--- src/rtl/start_for_srl_fifo_ctrl.sv ---
// Start-token FIFO: shift-register store read through an address pointer to the oldest entry.
// Optional START_FIFO_LEVEL_EN exposes the registered occupancy on port level.
module start_for_srl_fifo_ctrl #(
    parameter int DATA_WIDTH = 1,
    parameter int ADDR_WIDTH = 1,
    parameter int DEPTH      = 2
) (
    input  logic                  clk,
    input  logic                  reset,
    input  logic                  if_write_ce,
    input  logic                  if_write,
    input  logic [DATA_WIDTH-1:0] if_din,
    output logic                  if_full_n,
    input  logic                  if_read_ce,
    input  logic                  if_read,
    output logic [DATA_WIDTH-1:0] if_dout,
    output logic                  if_empty_n
`ifdef START_FIFO_LEVEL_EN
    ,
    output logic [ADDR_WIDTH:0]   level
`endif
);

    localparam logic [ADDR_WIDTH:0] DEPTH_C   = DEPTH[ADDR_WIDTH:0];
    localparam logic [ADDR_WIDTH:0] COUNT_ONE = {{ADDR_WIDTH{1'b0}}, 1'b1};

    // Handshake: a write is taken when if_write & if_write_ce & if_full_n, a read
    // when if_read & if_read_ce & if_empty_n, both on the rising edge of clk;
    // requests blocked by a deasserted flag are dropped without side effect.
    logic                  wr;
    logic                  rd;
    logic [DATA_WIDTH-1:0] store [DEPTH];
    logic [ADDR_WIDTH:0]   count;
    logic [ADDR_WIDTH:0]   count_next;
    logic [ADDR_WIDTH-1:0] addr;
    logic [ADDR_WIDTH-1:0] addr_next;

    assign wr = if_write & if_write_ce & if_full_n;
    assign rd = if_read  & if_read_ce  & if_empty_n;

    // Store is deliberately unreset; the flags hide stale contents.
    always_ff @(posedge clk) begin
        if (wr) begin
            for (int i = DEPTH - 1; i > 0; i--) begin
                store[i] <= store[i-1];
            end
            store[0] <= if_din;
        end
    end

    assign if_dout = store[addr];

    always_comb begin
        count_next = count;
        addr_next  = addr;
        if (wr && !rd) begin
            count_next = count + COUNT_ONE;
            if (count != '0) begin
                addr_next = addr + 1'b1;
            end
        end else if (rd && !wr) begin
            count_next = count - COUNT_ONE;
            if (count != COUNT_ONE) begin
                addr_next = addr - 1'b1;
            end
        end
    end

    // Flags are computed from the next count so they move on the same edge as count.
    always_ff @(posedge clk or posedge reset) begin
        if (reset) begin
            count      <= '0;
            addr       <= '0;
            if_empty_n <= 1'b0;
            if_full_n  <= 1'b1;
        end else begin
            count      <= count_next;
            addr       <= addr_next;
            if_empty_n <= (count_next != '0);
            if_full_n  <= (count_next < DEPTH_C);
        end
    end

`ifdef START_FIFO_LEVEL_EN
    assign level = count;
`endif

endmodule

--- config.mk ---
export PLATFORM = sky130hd
export DESIGN_NAME = start_for_srl_fifo_ctrl
export DESIGN_NICKNAME = d
export VERILOG_FILES = /design/src/rtl/start_for_srl_fifo_ctrl.sv
export SDC_FILE = /design/constraint.sdc
export NUM_CORES = 1
export LEC_CHECK = 0
export BUFFER_PORTS_ARGS = -buffer_cell sky130_fd_sc_hd__buf_2
export CAP_MARGIN = 25
export CORE_AREA = 2 2 39 41
export DETAILED_ROUTE_END_ITERATION = 16
export DIE_AREA = 0 0 41 43
export PLACE_DENSITY = 0.61
export SETUP_SLACK_MARGIN = 0.5
export SLEW_MARGIN = 10
export SYNTH_ARGS = -nofsm -noshare
export SYNTH_HDL_FRONTEND = slang
export SYNTH_SLANG_ARGS = --single-unit
--- constraint.sdc ---
create_clock -name clk -period 1.5 [get_ports clk]
set_clock_uncertainty 0.1 [all_clocks]
set_input_delay 0.075 -clock clk [delete_from_list [all_inputs] [get_ports clk]]
set_output_delay 0.075 -clock clk [all_outputs]
set_load 0.05 [all_outputs]
==> impl_metrics.tcl <==
set metrics [dict create \
    grt_usage_pct 11.71 \
    synth_fa_ha_area_share_pct 15.97 \
    coreArea_um2 1384 \
    cts_tree "built" \
    clock.fmax_mhz 690.2 \
    crit_path_max_fanout 5 \
    p_leak_nw 0.2992 \
    layout_common_cells "6 x buf_2, 6 x buf_4, 5 x inv_1" \
    synthCells 36 \
    holdWs_ns 0.1679 \
    comb_power_share_pct 57.8 \
    crit_start "if_full_n$_DFF_PP1_" \
    crit_chain "nand3_4, inv_4, ha_4, nor2b_2, a211oi_2, xor2_1" \
    p_sw_w 0.0004940 \
    status "finished clean" \
    synth.avg_cell_area_um2 10.88 \
    async_reset_ff_share_pct 71.43 \
    nNetsFinal 72 \
    grt_setup_unrepaired "true" \
    drc 0 \
    gp_routability_congestion 0.7431 \
    maxSlewViolCount 0 \
    cp_top_family "flip-flops" \
    synth_seq_cells 7 \
    drt_iter0_drc 8 \
    critPathBufInv 1 \
    p_int_w 0.0007666 \
    start_kind "register" \
    grt_max_degree 6 \
    die-area_um2 1763 \
    drive_above_1_share_pct 59.32 \
    vias 327 \
    routed_wl_um 821 \
    viasPerCell 4.360 \
    port_buffers 9 \
    grt_pass1_wl_um 1324 \
    finalHoldViolations 0 \
    sw_frac_of_total_pct 39.19 \
    first_pass_iters 2 \
    hpwl_um 558.3 \
    antenna_found_initial 0 \
    post_synth_num_cell_types 19 \
    die_y_um 43 \
    synth_edf_count 2 \
    ant_nets 0 \
    cts.htree.levels 1 \
    worstReg2RegStart "if_full_n$_DFF_PP1_" \
    crit_type "register to register" \
    nFillCells 125 \
    final_cells 75 \
    chipWidth_um 41 \
    finalSetupViolCount 0 \
    area_growth_pct 72.20 \
    synthFlopType "dfrtp_1" \
    r2r-end "addr$_DFFE_PP0P_" \
    cp.depth 6 \
    crit_path_end_kind "register" \
    period_minus_slack_ns 1.449 \
    clockPowerShare_pct 14.5 \
    clock-sinks 7 \
    crit_arrival_ns 1.53 \
    cap_violations 0 \
    cts_buffer_depth 2 \
    clk_latency_ns 0.26 \
    synth_compound_area_share_pct 15.02 \
    required_ns 1.59 \
    fp-row-count 14 \
    seq_area_frac_synth_pct 47.60 \
    hold_path.class "input pin to async pin" \
    tightest_slew_ns 0.1983 \
    cts-root-buf "clkbuf_4" \
    gr-total-overflow 0 \
    fin_crit_sh_pct 96.60 \
    placed_cells 62 \
    synth_nets 48 \
    ir_drop_mv 0.5665 \
    max_slew_margin_pct 86.77 \
    path_clk_slew_ns 0.06 \
    cts_buffers 3 \
    n_antenna_cell 0 \
    slowest_stage "dfstp_2" \
    synth_xor_area_share_pct 4.473 \
    ys_warn_count 0 \
    ios 10 \
    ff2ff_setup_slack_ns 0.05 \
    start_util_pct 28.30 \
    netlist_area_um2 391.6 \
    synth.area.mux_share_pct 2.875 \
    endpoint "addr$_DFFE_PP0P_" \
    final_util_pct 48.73 \
    p_seq_share_pct 27.7 \
    synth_top_family_by_area "adder cells" \
    detail_route.wl_per_cell_um 10.95 \
    grt_pass1_vias 329 \
    crit_path_max_incr_delay_ns 0.55 \
    p_per_area_nw_per_um2 1869 \
    synth-simple-area-share_pct 7.348 \
    r2r_cells 6 \
]
[cells by family (layout without fill, tap and decap cells)]
logic type                 count (synthesis)  count (layout)
AOI/OAI and AO/OA                          8               8
xor gates and xnor gates                   2               2
adders and majority gates                  5               5
buffers and inverters                      7              30
DFF                                        7               7
muxes                                      1               1
and+or+nand+nor                            6               6
[sequential cells by signal, indices dropped and copies added, names as in the netlist]
signal and count:
store 2, addr 1, count 2, if_empty_n 1, if_full_n 1
[worst min path at each step]
stage,from,depth (start not counted),end
6_report,reset,3,addr$_DFFE_PP0P_
3_3_place_gp,reset,2,addr$_DFFE_PP0P_
2_1_floorplan,reset,1,addr$_DFFE_PP0P_
4_1_cts,reset,3,addr$_DFFE_PP0P_
3_5_place_dp,reset,2,addr$_DFFE_PP0P_
5_1_grt,reset,3,count[1]$_DFF_PP0_
[cell type report]
type	instances	area, µm²	share of cell area (%)
multi-input cells	22	249.0	36.92
inverters	7	28.78	4.267
repair buffers	19	162.7	24.12
well taps	16	20.02	2.968
clock buffers	4	26.28	3.896
flip-flops and latches	7	187.7	27.83
[metal layers]
| layer | track usage, % | up-vias | share of wire (%) |
|---|---|---|---|
| li1 | - | 167 | - |
| met1 | 11.76 | 147 | 43 |
| met2 | 18.44 | 9 | 49 |
| met3 | 1.571 | 4 | 2.9 |
| met4 | 12.00 | 0 | 4.1 |
| met5 | 0 | - | 0 |
[worst register-to-register path: cells and delay by family (launching register included)]
kind,cells,cell delay (ns)
AO/OA/AOI/OAI,1,0.16
flip-flops,1,0.55
XOR/XNOR,1,0.16
buffers and inverters,1,0.10
adder cells (fa/ha/maj),1,0.16
AND/OR/NAND/NOR,2,0.15
[power by group through the flow]
| stage | logic [W] | clock network, W | registers [W] |
|---|---|---|---|
| finish | 0.000729 | 0.000183 | 0.000349 |
| global route | 0.000791 | 0.000199 | 0.000360 |
| CTS | 0.000625 | 0.000184 | 0.000344 |
| detailed placement | 0.000524 | 0 | 0.000347 |
| global placement | 0.000527 | 0 | 0.000343 |
| floorplan | 0.000323 | 0 | 0.000434 |
[stage by stage]
stage / setup slack (ns) / setup TNS [ns] / total power [W] / area [µm²]
after global placement: 0.04447 / 0 / 0.0008708 / 524.3
after global routing: -0.03252 / -0.03252 / 0.001350 / 674.4
after detailed placement: 0.01499 / 0 / 0.0008716 / 524.3
after CTS: 0.05728 / 0 / 0.001153 / 623.1
after floorplan: -0.1064 / -0.1815 / 0.0007573 / 451.7
final: 0.05106 / 0 / 0.001261 / 674.4
[cell usage after synthesis (all sizes together) (2+ instances only)]
cell	n	area, µm²
ha	5	62.56
o21ai	3	15.01
dfrtp	4	100.1
inv	7	26.28
edfxtp	2	60.06
nand2	2	7.510
[repair_timing]
item / CTS / global route
resized for setup: 9 / 8
setup buffers: 4 / 3
hold buffers: 2 / 0
pin swaps: 1 / 1
endpoints found under the setup margin: 10 / 10
endpoints found under the hold margin: 6 / 0
No activity file was read; power rests on OpenSTA's default activity.
